`config.mk`:
```
export PLATFORM = sky130hd
export DESIGN_NAME = lif_spike_event_encoder
export DESIGN_NICKNAME = d
export VERILOG_FILES = /design/src/rtl/lif_spike_event_encoder_pkg.sv /design/src/rtl/lif_spike_event_encoder_fifo.sv /design/src/rtl/lif_spike_event_encoder.sv
export SDC_FILE = /design/constraint.sdc
export NUM_CORES = 1
export LEC_CHECK = 0
export CAP_MARGIN = 20
export CORE_ASPECT_RATIO = 1.4
export CORE_MARGIN = 2
export CORE_UTILIZATION = 51
export CTS_CLUSTER_DIAMETER = 200
export CTS_CLUSTER_SIZE = 14
export DETAILED_ROUTE_END_ITERATION = 7
export PLACE_DENSITY_LB_ADDON = 0.3
export SLEW_MARGIN = 5
export SYNTH_ARGS = -nofsm -noshare
export SYNTH_HDL_FRONTEND = slang
export SYNTH_SLANG_ARGS = --single-unit
```
`constraint.sdc`:
```
create_clock -name i_clk -period 4.06 [get_ports i_clk]
set_input_delay 0.812 -clock i_clk [delete_from_list [all_inputs] [get_ports i_clk]]
set_output_delay 0.812 -clock i_clk [all_outputs]
set_load 0.03 [all_outputs]
```
`src/rtl/lif_spike_event_encoder_pkg.sv`:
```
// Shared constants, event record type and helpers for the LIF spike event encoder.
package lif_enc_pkg;

  localparam int TS_W       = 8;
  localparam int VM_W       = 7;
  localparam int FIFO_DEPTH = 4;
  localparam int FIFO_AW    = $clog2(FIFO_DEPTH);

  localparam logic            BEAT_TS = 1'b0;
  localparam logic            BEAT_PK = 1'b1;
  localparam logic [TS_W-1:0] TS_MAX  = {TS_W{1'b1}};

  typedef struct packed {
    logic [TS_W-1:0] ts;
    logic [VM_W-1:0] peak;
  } lif_event_t;

  function automatic logic [VM_W-1:0] vm_max(input logic [VM_W-1:0] a,
                                             input logic [VM_W-1:0] b);
    return (a > b) ? a : b;
  endfunction

endpackage

```
`src/rtl/lif_spike_event_encoder_fifo.sv`:
```
// Small synchronous event FIFO; a push into a full FIFO is accepted when a pop happens on the same edge.
module lif_event_fifo
  import lif_enc_pkg::*;
(
  input  logic       i_clk,
  input  logic       i_rst_n,
  input  logic       i_flush,
  input  logic       i_push,
  input  logic       i_pop,
  input  lif_event_t i_data,
  output lif_event_t o_head,
  output logic       o_empty,
  output logic       o_full
);

  localparam logic [FIFO_AW:0] PTR_ONE = {{FIFO_AW{1'b0}}, 1'b1};

  logic [FIFO_AW:0] r_wptr;
  logic [FIFO_AW:0] r_rptr;
  lif_event_t       r_mem [FIFO_DEPTH];
  logic             w_do_push;
  logic             w_do_pop;

  // The extra pointer MSB tells full (MSBs differ) from empty (MSBs equal).
  assign o_empty   = (r_wptr == r_rptr);
  assign o_full    = (r_wptr[FIFO_AW] != r_rptr[FIFO_AW]) &&
                     (r_wptr[FIFO_AW-1:0] == r_rptr[FIFO_AW-1:0]);
  assign w_do_pop  = i_pop && !o_empty;
  assign w_do_push = i_push && (!o_full || w_do_pop);
  assign o_head    = r_mem[r_rptr[FIFO_AW-1:0]];

  always_ff @(posedge i_clk or negedge i_rst_n) begin
    if (!i_rst_n) begin
      r_wptr <= '0;
      r_rptr <= '0;
    end else if (i_flush) begin
      r_wptr <= '0;
      r_rptr <= '0;
    end else begin
      if (w_do_push) begin
        r_wptr <= r_wptr + PTR_ONE;
      end
      if (w_do_pop) begin
        r_rptr <= r_rptr + PTR_ONE;
      end
    end
  end

  always_ff @(posedge i_clk or negedge i_rst_n) begin
    if (!i_rst_n) begin
      for (int i = 0; i < FIFO_DEPTH; i++) begin
        r_mem[i] <= '0;
      end
    end else if (w_do_push) begin
      r_mem[r_wptr[FIFO_AW-1:0]] <= i_data;
    end
  end

endmodule

```
`src/rtl/lif_spike_event_encoder.sv`:
```
// LIF spike event encoder: timestamps spikes, tracks the peak membrane potential between spikes,
// buffers events and streams them as two-beat byte packets, and reports a windowed spike rate.
module lif_spike_event_encoder
  import lif_enc_pkg::*;
(
  input  logic            i_clk,
  input  logic            i_rst_n,
  input  logic            i_ena,
  input  logic            i_params_ready,
  input  logic            i_spike_in,
  input  logic [VM_W-1:0] i_v_mem_in,
  output logic [7:0]      o_ev_data,
  output logic            o_ev_last,
  output logic            o_ev_valid,
  input  logic            i_ev_ready,
  output logic            o_overflow,
  output logic [TS_W-1:0] o_rate_count,
  output logic            o_rate_valid
);

  logic [TS_W-1:0] r_ts;
  logic            r_spike_d;
  logic [VM_W-1:0] r_peak;
  logic            r_beat_sel;
  logic [TS_W-1:0] r_win_cnt;
  logic [TS_W-1:0] r_rate_count;
  logic            r_rate_valid;
  logic            r_overflow;

  logic            w_active;
  logic            w_clear;
  logic            w_event;
  logic            w_wrap;
  logic            w_xfer;
  logic            w_pop;
  logic            w_full;
  logic            w_empty;
  logic [VM_W-1:0] w_peak_new;
  logic [TS_W-1:0] w_event_inc;
  lif_event_t      w_entry;
  lif_event_t      w_head;

  assign w_active    = i_ena && i_params_ready;
  assign w_clear     = i_ena && !i_params_ready;
  assign w_event     = w_active && i_spike_in && !r_spike_d;
  assign w_wrap      = (r_ts == TS_MAX);
  assign w_peak_new  = vm_max(r_peak, i_v_mem_in);
  assign w_event_inc = {{(TS_W-1){1'b0}}, w_event};
  assign w_xfer      = w_active && !w_empty && i_ev_ready;
  assign w_pop       = w_xfer && (r_beat_sel == BEAT_PK);
  assign w_entry.ts   = r_ts;
  assign w_entry.peak = w_peak_new;

  lif_event_fifo u_fifo (
    .i_clk   (i_clk),
    .i_rst_n (i_rst_n),
    .i_flush (w_clear),
    .i_push  (w_event),
    .i_pop   (w_pop),
    .i_data  (w_entry),
    .o_head  (w_head),
    .o_empty (w_empty),
    .o_full  (w_full)
  );

  // Timestamp, spike edge detector and running peak since the last event.
  always_ff @(posedge i_clk or negedge i_rst_n) begin
    if (!i_rst_n) begin
      r_ts      <= '0;
      r_spike_d <= 1'b0;
      r_peak    <= '0;
    end else if (w_clear) begin
      r_ts      <= '0;
      r_spike_d <= 1'b0;
      r_peak    <= '0;
    end else if (w_active) begin
      r_ts      <= r_ts + {{(TS_W-1){1'b0}}, 1'b1};
      r_spike_d <= i_spike_in;
      r_peak    <= w_event ? '0 : w_peak_new;
    end else begin
      r_ts      <= r_ts;
      r_spike_d <= r_spike_d;
      r_peak    <= r_peak;
    end
  end

  // Rate window: a spike on the wrap cycle still belongs to the window being closed.
  always_ff @(posedge i_clk or negedge i_rst_n) begin
    if (!i_rst_n) begin
      r_win_cnt    <= '0;
      r_rate_count <= '0;
      r_rate_valid <= 1'b0;
    end else if (w_clear) begin
      r_win_cnt    <= '0;
      r_rate_count <= r_rate_count;
      r_rate_valid <= 1'b0;
    end else if (w_active && w_wrap) begin
      r_win_cnt    <= '0;
      r_rate_count <= r_win_cnt + w_event_inc;
      r_rate_valid <= 1'b1;
    end else if (w_active) begin
      r_win_cnt    <= r_win_cnt + w_event_inc;
      r_rate_count <= r_rate_count;
      r_rate_valid <= 1'b0;
    end else begin
      r_win_cnt    <= r_win_cnt;
      r_rate_count <= r_rate_count;
      r_rate_valid <= 1'b0;
    end
  end

  always_ff @(posedge i_clk or negedge i_rst_n) begin
    if (!i_rst_n) begin
      r_beat_sel <= BEAT_TS;
      r_overflow <= 1'b0;
    end else if (w_clear) begin
      r_beat_sel <= BEAT_TS;
      r_overflow <= r_overflow;
    end else begin
      r_beat_sel <= w_xfer ? ~r_beat_sel : r_beat_sel;
      r_overflow <= r_overflow || (w_event && w_full && !w_pop);
    end
  end

  // Beat mux straight off the FIFO head so a stalled beat stays stable.
  always_comb begin
    o_ev_data = 8'h00;
    o_ev_last = 1'b0;
    if (w_empty) begin
      o_ev_data = 8'h00;
      o_ev_last = 1'b0;
    end else if (r_beat_sel == BEAT_PK) begin
      o_ev_data = {{(8-VM_W){1'b0}}, w_head.peak};
      o_ev_last = 1'b1;
    end else begin
      o_ev_data = w_head.ts;
      o_ev_last = 1'b0;
    end
  end

  assign o_ev_valid   = !w_empty;
  assign o_overflow   = r_overflow;
  assign o_rate_count = r_rate_count;
  assign o_rate_valid = r_rate_valid;

endmodule

```
* After elaboration in Yosys (flattened, before gate mapping)
Cells that the tools add are included.
** Word-level totals
- Flip-flop bits (word level) :: 101
- Bits of input ports :: 13
- Output and inout port bits :: 20
- Word-level logic and storage cells :: 90
** Cells by class
- Add/sub/neg operators :: 4
- Magnitude comparators :: 4
- Equal/unequal tests :: 4
- Multiplexer cells :: 29
- Bitwise gates (word level) :: 4
- Reduce and logical (&&, ||, !) cells :: 27
** Operators with widths (count)
- $bwmux 60 :: 1
- $mux 8 :: 7
- $mux 15 :: 3
- $bmux 15 s2 :: 1
- $demux 15 s2 :: 1
- $mux 7 :: 4
- $logic_and 1x1->1 :: 14
- $mux 3 :: 4
- $add 8x1->8 :: 1
- $add 8x1->8 const B :: 1
- $eq 8x8->1 const B :: 1
- $mux 1 :: 8
- $reduce_bool 2->1 :: 4
- $gt 7x7->1 :: 1
- $add 3x1->3 const B :: 2
- $ge 3x3->1 const B :: 2
- $not 2->3 :: 2
- $logic_not 1->1 :: 5
- $eq 3x3->1 :: 1
- $lt 3x1->1 const B :: 1
- $reduce_bool 3->1 :: 1
- $eq 2x2->1 :: 1
- $logic_or 1x1->1 :: 2
- $not 1->1 :: 2
- other kinds (2) :: 2

* Depth between registers and ports, before layout
- Depth in word-level cells :: 10
- Mapped depth :: 9
- Mapped depth without buffers :: 8

* Modules after synthesis
From an unflattened synthesis, not the netlist that was laid out.
** Unflattened totals
- Cells, all modules :: 637
- Area, all modules :: 6133.4 um2
** Modules (own cells, without submodules)
- lif_event_fifo :: times used 1, cells an instance 411, area each 4023.9 um2, sequential area each 1651.6 um2
- lif_spike_event_encoder :: times used 1, cells an instance 226, area each 2109.5 um2, sequential area each 875.8 um2

* Least setup slack after synthesis
OpenSTA, ideal clock, no wires.
- Kind :: input -> register
- Start point :: in i_v_mem_in[4]
- End point :: reg u_fifo.r_mem[17] (netlist bit)
- Library setup time :: 125 ps
- Data arrival time :: 2548 ps
- Data required time :: 3935 ps
- Slack :: 1387 ps
- Stages on the path :: 7
- Buffers on the path :: 0
- Cells stage by stage :: inv_1 > ha_1 > a211oi_1 > nor2_1 > o31ai_2 > mux2_2 > mux2_4
** On the way
- Cells in the longest elaborated chain, start to end :: 3
** Ends and longest elaborated chain
- start: declaration :: RTL line lif_spike_event_encoder.sv:11 : input logic [VM_W-1:0] i_v_mem_in,
- $gt 7x7->1 :: RTL line lif_spike_event_encoder_pkg.sv:20 : return (a > b) ? a : b;
- $mux 7 :: RTL line lif_spike_event_encoder_pkg.sv:20
- $bwmux 60 :: RTL line lif_spike_event_encoder_fifo.sv:55 : r_mem[r_wptr[FIFO_AW-1:0]] <= i_data;
- end signal: indexed assignment :: RTL line lif_spike_event_encoder_fifo.sv:55
- end: declaration :: RTL line lif_spike_event_encoder_fifo.sv:20 : lif_event_t r_mem [FIFO_DEPTH];
No other way between the ends.
A chain may end at the register's enable or synchronous reset.

* Final worst setup path
- Start point :: reg u_fifo.r_rptr[0]
- End point :: out o_ev_data[0]
** On the way
- Cells in the longest elaborated chain, start to end :: 6
- Elaborated cells on any way between the ends :: 7
- Classes of those cells :: eq/ne: 1; mux: 5; bitwise: 1
** Ends and longest elaborated chain
- start: declaration :: RTL line lif_spike_event_encoder_fifo.sv:19 : logic [FIFO_AW:0] r_rptr;
- start signal: assignment :: RTL line lif_spike_event_encoder_fifo.sv:44 : r_rptr <= r_rptr + PTR_ONE;
- $not 2->3 (implied by the code) :: RTL line lif_spike_event_encoder_fifo.sv:30 : assign o_head = r_mem[r_rptr[FIFO_AW-1:0]];
- $bmux 15 s2 :: RTL line lif_spike_event_encoder_fifo.sv:30
- $mux 15 (implied by the code) (2 in a row) :: RTL line lif_spike_event_encoder_fifo.sv:30
- $mux 8 :: RTL line lif_spike_event_encoder.sv:132 : end else if (r_beat_sel == BEAT_PK) begin
- $mux 8 * :: RTL line lif_spike_event_encoder.sv:129 : if (w_empty) begin
- end: declaration :: RTL line lif_spike_event_encoder.sv:12 : output logic [7:0] o_ev_data,
Mark *: on every way between the ends. The rest lies on a longest branch, timed or not. The select of a mux whose other input is x is not followed.

==> report_table.html <==
<table>
<tr><th>Metric</th><th>Value</th></tr>
<tr><th colspan="2">Synthesis</th></tr>
<tr><td>Most frequent cell after synthesis</td><td>sky130_fd_sc_hd__dfrtp_1</td></tr>
<tr><td>Top post-synthesis cells by area</td><td>sky130_fd_sc_hd__dfrtp_1, sky130_fd_sc_hd__mux2_2, sky130_fd_sc_hd__mux2_4</td></tr>
<tr><td>Register bit count reported by yosys</td><td>101</td></tr>
<tr><td>Net count of the mapped netlist</td><td>428</td></tr>
<tr><td>Dominant cell type by area after synthesis</td><td>sky130_fd_sc_hd__dfrtp_1</td></tr>
<tr><td>Post-Synthesis Cells</td><td>400</td></tr>
<tr><td>FFs w/ async S/R, synth</td><td>100.0%</td></tr>
<tr><td>Sequential cell area fraction in the yosys report</td><td>48.93%</td></tr>
<tr><td>Ranking of synthesized cells by instance count</td><td>sky130_fd_sc_hd__dfrtp_1, sky130_fd_sc_hd__mux2_2, sky130_fd_sc_hd__nor2_1</td></tr>
<tr><td>Syn_area_per_cell</td><td>12.91 um2</td></tr>
<tr><td>Main flop type after synthesis</td><td>sky130_fd_sc_hd__dfrtp_1</td></tr>
<tr><td>Number of different library cells in the post-synthesis netlist</td><td>48</td></tr>
<tr><td>Cell area after synthesis</td><td>5165 um2</td></tr>
<tr><td>Share of Yosys cell area claimed by the top area cell type</td><td>48.93%</td></tr>
<tr><td>Count of warnings emitted by yosys</td><td>0</td></tr>
<tr><td>Number of synthesized flops with an enable pin</td><td>0</td></tr>
<tr><th colspan="2">Drt</th></tr>
<tr><td>Via/cell ratio</td><td>5.554</td></tr>
<tr><td>Wire length per cell after detailed routing</td><td>17.47 um</td></tr>
<tr><td>Number of remaining DRC errors</td><td>0</td></tr>
<tr><td>Detailed Routing Iterations Pass 1</td><td>4</td></tr>
<tr><td>Vias after detailed routing</td><td>3166</td></tr>
<tr><td>Violation count after the first detailed-route iteration</td><td>199</td></tr>
<tr><td>Post-route ant nets</td><td>0</td></tr>
<tr><td>Total wirelength of the detailed-routed design</td><td>9.958 mm</td></tr>
<tr><th colspan="2">Clock network</th></tr>
<tr><td>Number of buffers on the longest clock path</td><td>2</td></tr>
<tr><td>Hold-fix buffer count after cts</td><td>0</td></tr>
<tr><td>Clock tree root buffer cell</td><td>sky130_fd_sc_hd__clkbuf_16</td></tr>
<tr><td>Number of gates resized after cts</td><td>0</td></tr>
<tr><td>Setup bufs post-CTS</td><td>0</td></tr>
<tr><td>Clock tree from TritonCTS</td><td>yes</td></tr>
<tr><td>Clock transition at the register clock pins on the worst setup and hold paths after CTS</td><td>0.07 ns</td></tr>
<tr><td>Clock Latency Late Sink</td><td>0.34 ns</td></tr>
<tr><td>Clock buffers created by TritonCTS</td><td>9</td></tr>
<tr><td>Number of clock sinks seen by CTS</td><td>101</td></tr>
<tr><td>Number of H-tree levels</td><td>3</td></tr>
<tr><th colspan="2">Critical path</th></tr>
<tr><td>Chain of cells forming the critical path</td><td>buf_4 &gt; mux4_1 &gt; mux2i_1 &gt; nor2_1 &gt; clkdlybuf4s50_1</td></tr>
<tr><td>Slowest CP cell</td><td>sky130_fd_sc_hd__mux4_1</td></tr>
<tr><td>Critical Path Start Type</td><td>register</td></tr>
<tr><td>Crit path DAT</td><td>2.65 ns</td></tr>
<tr><td>Endpoint kind of the worst setup timing path</td><td>output port</td></tr>
<tr><td>Crit path max fanout</td><td>15</td></tr>
<tr><td>Startpoint-to-endpoint class of the critical path</td><td>reg2out</td></tr>
<tr><td>Crit path required time</td><td>3.25 ns</td></tr>
<tr><td>Largest stage delay, worst path</td><td>0.63 ns</td></tr>
<tr><th colspan="2">Floorplanning</th></tr>
<tr><td>Die ar.</td><td>10960 um2</td></tr>
<tr><td>Die Y</td><td>123.1 um</td></tr>
<tr><td>Initial core utilization</td><td>52.17%</td></tr>
<tr><td>Die width</td><td>89.05 um</td></tr>
<tr><td>Core box area</td><td>9899 um2</td></tr>
<tr><td>Site Rows</td><td>43</td></tr>
<tr><td>Number of top-level pins</td><td>33</td></tr>
<tr><th colspan="2">Finish</th></tr>
<tr><td>Layout-stage area growth over the synthesis result</td><td>13.69%</td></tr>
<tr><td># diodes</td><td>0</td></tr>
<tr><td>Nets</td><td>460</td></tr>
<tr><td>Final Cell Area</td><td>5872 um2</td></tr>
<tr><td>Fraction of final layout cells sized beyond drive strength 1</td><td>24.37%</td></tr>
<tr><td>Final cell count without fillers</td><td>570</td></tr>
<tr><th colspan="2">Pwr</th></tr>
<tr><td>Pwr per Cell Area</td><td>487.9 nW/um2</td></tr>
<tr><td>Switching power of the nets</td><td>0.0007985 W</td></tr>
<tr><td>Total chip power</td><td>0.002865 W</td></tr>
<tr><td>IR Drop Worst-Case VDD</td><td>0.2564 mV</td></tr>
<tr><td>Logic pwr share</td><td>23.7%</td></tr>
<tr><td>Clock Power Share</td><td>28.8%</td></tr>
<tr><td>Leakage Power</td><td>2.786 nW</td></tr>
<tr><td>Sequential share of power</td><td>47.4%</td></tr>
<tr><td>Internal Pwr Total</td><td>0.002066 W</td></tr>
<tr><td>Switching part of the total power</td><td>27.87%</td></tr>
<tr><th colspan="2">Placement</th></tr>
<tr><td>Post-detailed-placement half-perimeter wirelength</td><td>6.860 mm</td></tr>
<tr><td>Number of cells after detailed placement</td><td>556</td></tr>
<tr><td>Cell area after placement</td><td>5592 um2</td></tr>
<tr><td>IO buf count</td><td>32</td></tr>
<tr><td>Global placement routability congestion</td><td>0.8512</td></tr>
<tr><th colspan="2">Run status</th></tr>
<tr><td>Outcome</td><td>completed</td></tr>
<tr><th colspan="2">GRT</th></tr>
<tr><td>Initial antenna violation count</td><td>0</td></tr>
<tr><td>All-Layer GR Usage</td><td>20.03%</td></tr>
<tr><td>Global-route wire length before repair</td><td>16.64 mm</td></tr>
<tr><td>Pin count of the biggest net entering global routing</td><td>45</td></tr>
<tr><td>Vias in the first global route</td><td>3266</td></tr>
<tr><td>Final global-route overflow total</td><td>0</td></tr>
<tr><th colspan="2">Job</th></tr>
<tr><td>Max_cap viols</td><td>0</td></tr>
<tr><th colspan="2">Timing</th></tr>
<tr><td>Setup Skew</td><td>0.006141 ns</td></tr>
<tr><td>Measured slew at the worst slew-check pin</td><td>0.7371 ns</td></tr>
<tr><td>Final hold violations</td><td>0</td></tr>
<tr><td>Setup violation total in the final timing report</td><td>0</td></tr>
<tr><td>Number of pins exceeding their max-slew limit in the final report</td><td>0</td></tr>
<tr><td>Unrepaired setup endpoints after global routing</td><td>false</td></tr>
<tr><td>Headroom to the max-slew limit</td><td>50.86%</td></tr>
<tr><td>Clock period minus final worst setup slack</td><td>3.467 ns</td></tr>
<tr><td>Setup TNS after final layout</td><td>0 ns</td></tr>
<tr><td>Fin crit share</td><td>85.39%</td></tr>
<tr><td>Peak clock frequency supported by timing</td><td>288.4 MHz</td></tr>
<tr><th colspan="2">Min path</th></tr>
<tr><td>Min-Delay Path Class</td><td>in2async</td></tr>
</table>
==> layout by cell type, fill, tap and decap left out, types with 11 or more instances in the layout <==
master and instances:
sky130_fd_sc_hd__ha_1 15, sky130_fd_sc_hd__mux2i_1 11, sky130_fd_sc_hd__mux2_2 37, sky130_fd_sc_hd__nand2_1 22, sky130_fd_sc_hd__dfrtp_1 101, sky130_fd_sc_hd__o21ai_0 22, sky130_fd_sc_hd__nor2_1 25, sky130_fd_sc_hd__mux2_4 23
sky130_fd_sc_hd__clkdlybuf4s50_1 31, sky130_fd_sc_hd__inv_1 17
==> logic make-up (layout without fill, tap and decap cells) <==
logic type | after synthesis | in the layout | share of synthesized area [%]
compound gates | 62 | 62 | 8.333
xor+xnor | 12 | 12 | 2.180
fa+ha+maj | 15 | 15 | 3.634
buf+inv | 38 | 73 | 3.876
flops | 101 | 101 | 48.93
mux | 86 | 86 | 23.79
simple gates | 86 | 86 | 9.254
==> power by group through the flow <==
stage / Clock [W] / Sequential [W] / Combinational [W]
finish: 0.000826 / 0.00136 / 0.000680
global route: 0.000885 / 0.00139 / 0.000741
CTS: 0.000846 / 0.00136 / 0.000690
detailed placement: 0 / 0.00138 / 0.000687
global placement: 0 / 0.00136 / 0.000664
floorplan: 0 / 0.00131 / 0.000537
==> flip-flops by register name, indices dropped and copies added (netlist names) <==
name / flops
o_rate_count: 8
r_peak: 7
r_win_cnt: 8
r_ts: 8
u_fifo.r_wptr: 3
u_fifo.r_mem: 60
o_rate_valid: 1
r_beat_sel: 1
r_spike_d: 1
o_overflow: 1
u_fifo.r_rptr: 3
==> routing by layer <==
| layer | routed length [um] | GRT usage [%] | vias up | share of wire (%) |
|---|---|---|---|---|
| li1 | - | - | 1498 | - |
| met1 | 4546 | 26.85 | 1616 | 46 |
| met2 | 5004 | 32.88 | 44 | 50 |
| met3 | 288 | 4.473 | 8 | 2.9 |
| met4 | 118 | 5.504 | 0 | 1.2 |
| met5 | 0 | 0 | - | 0 |
==> worst paths after layout <==
| check | start | to | slack [ns] | cells after the start |
|---|---|---|---|---|
| max | u_fifo.r_rptr[0]$_DFFE_PN0P_ | o_ev_data[0] | 0.59 | 5 |
| min | i_rst_n | u_fifo.r_mem[5]$_DFFE_PN0P_ | 0.45 | 1 |
| max reg2reg | r_peak[4]$_DFFE_PN0P_ | u_fifo.r_mem[34]$_DFFE_PN0P_ | 1.61 | 6 |
| min reg2reg | u_fifo.r_mem[21]$_DFFE_PN0P_ | u_fifo.r_mem[21]$_DFFE_PN0P_ | 0.48 | 2 |
| max in group asynchronous | i_rst_n | u_fifo.r_wptr[1]$_DFFE_PN0P_ | 2.77 | 2 |
| min in group i_clk | u_fifo.r_mem[21]$_DFFE_PN0P_ | u_fifo.r_mem[21]$_DFFE_PN0P_ | 0.48 | 2 |
==> cell type report <==
class                           instances  area (um2)
Tap cell                              135       168.9
Inverter                               18       67.56
Clock inverter                          4       51.30
Clock buffer                           10       229.0
Fill cell                             847        4028
Multi-Input combinational cell        261        2442
Timing Repair Buffer                   41       385.4
Sequential cell                       101        2527
==> through the flow <==
stage	hold slack (ns)	worst slack, ns	util [%]
floorplan	0.4446	1.387	-
global route	0.4936	0.4611	59.32
CTS	0.4721	0.5465	59.32
detailed placement	0.4663	0.6377	56.48
finish	0.4491	0.5930	59.32
global placement	0.4574	0.6708	56.48
==> worst max-delay path: cells and delay by family, from the launching register on <==
kind | cells | cell delay, ns
buf+inv | 2 | 0.95
simple gates | 1 | 0.05
flops | 1 | 0.49
mux | 2 | 0.81
No activity file was read; power rests on OpenSTA's default activity.
==> variant 1, RTL diff (config.mk and constraints unchanged) <==
`VM_W`: 7 -> 6.
--- a/src/rtl/lif_spike_event_encoder_pkg.sv
+++ b/src/rtl/lif_spike_event_encoder_pkg.sv
@@ -2,7 +2,7 @@
 package lif_enc_pkg;
 
   localparam int TS_W       = 8;
-  localparam int VM_W       = 7;
+  localparam int VM_W       = 6;
   localparam int FIFO_DEPTH = 4;
   localparam int FIFO_AW    = $clog2(FIFO_DEPTH);
 
Interface: changed (resized i_v_mem_in); port bits go from 33 to 32. No check against the original RTL was run, so the function may have changed too.
==> variant 1 against the unedited design <==
  * Final area is 0.11% higher
  * Final cell count is 4.0% higher
  * Worst setup slack better by 0.17 ns
  * Sequential cell count is 5 lower
  * Wire length is 7.6% higher
  * Total power is 1.1% lower
  * Synthesized area is 0.73% higher
  * Register-to-register slack better by 0.17 ns
  * Critical path type unchanged
  * Largest cell class is now multi-input gates
==> variant 1: results (changes against the unedited design) <==
Worst setup path
• 2.49 ns — data arrival time of the critical path, -0.16 ns
• u_fifo.r_rptr[1] — timing startpoint of the critical path
• sky130_fd_sc_hd__dfrtp_1 — library cell contributing the largest single delay on the critical path
• u_fifo.r_mem[15] — end of the worst register-to-register path
• o_ev_data[5] — critical path endpoint
• 0.71 ns — Crit path largest cell delay, +0.08 ns

Drt
• 3447 — total number of vias, +8.9%
• 404 um — wire length on met3, +40%
• 18.1 um — wire per inst, +3.4%

GRT
• 0.216 — global routing usage summed across all routing layers, +0.0159
• 0.0461 — global-route met3 utilization, +0.00134
• 0.275 — met1 routing resource usage after global routing, +0.00670
• 18.0 mm — first-pass GRT wire length, +8.3%
• 80 — pin count of the biggest net entering global routing, +78%
• 0.366 — met2 global-route usage, +0.0374

Placed design
• 5530 um2 — standard cell area after detailed placement, -1.1%
• 31 — Port Buffers, -3.1%
• 7.41 mm — half-perimeter wire length after detailed placement, +8.0%
• 576 — number of cells in the design after placement, +3.6%

STA
• 0.812 — period utilisation layout, -0.0415
• 0.757 ns — slew at the pin with the worst max-slew slack, +0.0203 ns
• 0.300 ns — worst hold slack, -0.149 ns

Final layout
• 479 — layout net count, +4.1%
• 823 — Filler cells, -2.8%
• 56 — Largest register FFs, -6.7%
• 0.258 — proportion of layout cells with a drive suffix above 1, +0.0140

Power
• 246 uV — worst vdd ir, -4.0%

Yosys
• 51 — post-synth cell types, +6.3%
• 0.0253 — synthesized-area fraction occupied by xor and xnor cells, +0.00345
• sky130_fd_sc_hd__dfrtp_1 46%, sky130_fd_sc_hd__mux2_4 8.7%, sky130_fd_sc_hd__mux4_2 6.1% — main area contributors after synthesis
• 0.0337 — post-synthesis adder-cell area fraction, -0.00267
• 0.462 — share of synthesized area occupied by flip-flops and latches, -0.0276

Run status
• complete, no violations — outcome

## variant 1: cell count changes after synthesis, sizes merged, moves of 5 or more
cell	delta
mux2i	-7
o2bb2ai	-6
a21oi	+10
mux2	-5
nand2b	-5
o21ai	-5
o22ai	+7
dfrtp	-5
nand4	+9
nand2	+11
o211ai	+6
nand3	+14
## variant 1: power groups by stage
stage	combinational, mW	clock, mW	sequential, mW
2_1_floorplan	0.524	0	1.23
4_1_cts	0.661	0.934	1.27
3_5_place_dp	0.663	0	1.28
3_3_place_gp	0.638	0	1.27
6_report	0.656	0.904	1.27
5_1_grt	0.713	0.971	1.30
## variant 1: layout make-up
type | instances | area (um2) | area share
well taps | 135 | 169 | 0.0287
repair buffers | 41 | 403 | 0.0685
multi-input cells | 291 | 2530 | 0.430
clock buffers | 11 | 243 | 0.0413
inverters | 14 | 52.6 | 0.00894
clock inverters | 5 | 78.8 | 0.0134
flip-flops and latches | 96 | 2400 | 0.409
==> variant 2, RTL diff (same settings) <==
Without the edit above. Reset style: synchronous (`i_rst_n`), changed in 5 clocked blocks.
--- a/src/rtl/lif_spike_event_encoder_fifo.sv
+++ b/src/rtl/lif_spike_event_encoder_fifo.sv
@@ -29,7 +29,7 @@
   assign w_do_push = i_push && (!o_full || w_do_pop);
   assign o_head    = r_mem[r_rptr[FIFO_AW-1:0]];
 
-  always_ff @(posedge i_clk or negedge i_rst_n) begin
+  always_ff @(posedge i_clk) begin
     if (!i_rst_n) begin
       r_wptr <= '0;
       r_rptr <= '0;
@@ -46,7 +46,7 @@
     end
   end
 
-  always_ff @(posedge i_clk or negedge i_rst_n) begin
+  always_ff @(posedge i_clk) begin
     if (!i_rst_n) begin
       for (int i = 0; i < FIFO_DEPTH; i++) begin
         r_mem[i] <= '0;
--- a/src/rtl/lif_spike_event_encoder.sv
+++ b/src/rtl/lif_spike_event_encoder.sv
@@ -64,7 +64,7 @@
   );
 
   // Timestamp, spike edge detector and running peak since the last event.
-  always_ff @(posedge i_clk or negedge i_rst_n) begin
+  always_ff @(posedge i_clk) begin
     if (!i_rst_n) begin
       r_ts      <= '0;
       r_spike_d <= 1'b0;
@@ -85,7 +85,7 @@
   end
 
   // Rate window: a spike on the wrap cycle still belongs to the window being closed.
-  always_ff @(posedge i_clk or negedge i_rst_n) begin
+  always_ff @(posedge i_clk) begin
     if (!i_rst_n) begin
       r_win_cnt    <= '0;
       r_rate_count <= '0;
@@ -109,7 +109,7 @@
     end
   end
 
-  always_ff @(posedge i_clk or negedge i_rst_n) begin
+  always_ff @(posedge i_clk) begin
     if (!i_rst_n) begin
       r_beat_sel <= BEAT_TS;
       r_overflow <= 1'b0;
Formal check against the unedited RTL: differs if i_rst_n is asserted again (counterexample within 4 cycles, from zero or initial values and one cycle with i_rst_n low); with i_rst_n held inactive, the same outputs for 4 cycles.
==> variant 2 against the unedited design <==
  * Sequential cell count is 2 higher
  * Sequential share of layout area is 5.3 points higher
  * Via count is 5.4% lower
  * Final area is 6.2% lower
  * Worst setup slack better by 0.21 ns
  * Final cell count is 3.9% lower
  * Wire length is 8.1% lower
  * Synthesized area is 6.4% lower
Power is not compared: it rests on default switching activity, and its combinational part moved more than twofold at a synthesized area within 25%.
==> variant 2: results (changes against the unedited design) <==
Run status
• complete, no violations — outcome

Yosys
• 0.0440 — complex-gate fraction of the synthesized area, -0.0393
• 0.0310 — post-synthesis adder-cell area fraction, -0.00529
• 0.551 — share of synthesized area occupied by flip-flops and latches, +0.0612
• 60 — number of enable-type register cells in the synthesized netlist, +60
• 0.0489 — synthesized-area fraction occupied by xor and xnor cells, +0.0271
• 0 — async set-reset flop share out of synthesis, -1.00
• sky130_fd_sc_hd__edfxtp_1 37%, sky130_fd_sc_hd__dfxtp_1 18%, sky130_fd_sc_hd__mux4_2 7.0% — main area contributors after synthesis
• 403 — Cells after Synth, +0.75%
• 103 — Seq cells post-synth, +2.0%
• 0.107 — share of synthesized area spent on multiplexers, -0.131

Drt
• 9.15 mm — Post-Route WL, -8.1%
• 16.7 um — wire per inst, -4.4%
• 3.72 mm — sum of routed wire segments on met1, -18%
• 4.90 mm — met2 WL, -2.1%
• 5.47 — Via density, -1.6%
• 144 — number of DRC violations after detailed-routing iteration 0, -28%

Worst setup path
• sky130_fd_sc_hd__dfxtp_1 — library cell contributing the largest single delay on the critical path
• 1.31 ns — Worst R2R Setup Slack, -0.30 ns
• flip-flops — family of cells with the greatest summed delay on the critical path
• r_beat_sel — reg-to-reg startpoint
• 7 — cells on worst reg2reg path, +1
• 2.45 ns — data arrival time of the critical path, -0.20 ns

Final layout
• 782 — Filler cells, -7.7%
• 268 — multi-input combinational gate total, +2.7%
• 0.132 — proportion of layout cells with a drive suffix above 1, -0.111

GRT
• 0.348 — met2 global-route usage, +0.0195
• 15.2 mm — first-pass GRT wire length, -8.4%
• 20 — pin count of the biggest net entering global routing, -56%

Placed design
• 5230 um2 — standard cell area after detailed placement, -6.5%
• 532 — number of cells in the design after placement, -4.3%
• 0.855 — routability-driven placement congestion ratio, +0.47%

STA
• 0.458 — Max transition margin, -0.0509

Die
• 86.3 um — die width, -3.1%

-- variant 2: cell count changes in the layout (fill, tap and decap cells not counted), moves of 6 or more --
cell                        change
sky130_fd_sc_hd__mux2i_1        +7
sky130_fd_sc_hd__o21ai_0       -20
sky130_fd_sc_hd__o2bb2ai_1     -10
sky130_fd_sc_hd__nor2_2         +8
sky130_fd_sc_hd__dfrtp_1      -101
sky130_fd_sc_hd__mux2_2        -37
sky130_fd_sc_hd__mux2_4        -23
sky130_fd_sc_hd__dfxtp_1       +43
sky130_fd_sc_hd__and2_1        +33
sky130_fd_sc_hd__nand2b_1       -6
sky130_fd_sc_hd__xor2_1        +11
sky130_fd_sc_hd__inv_1          -7
sky130_fd_sc_hd__edfxtp_1      +60
sky130_fd_sc_hd__nor2_1        +30
-- variant 2: through the flow --
stage           util  hold slack, ns
2_1_floorplan      -           0.431
3_3_place_gp   0.559           0.436
4_1_cts        0.589           0.478
3_5_place_dp   0.559           0.449
6_report       0.589           0.472
5_1_grt        0.589           0.486
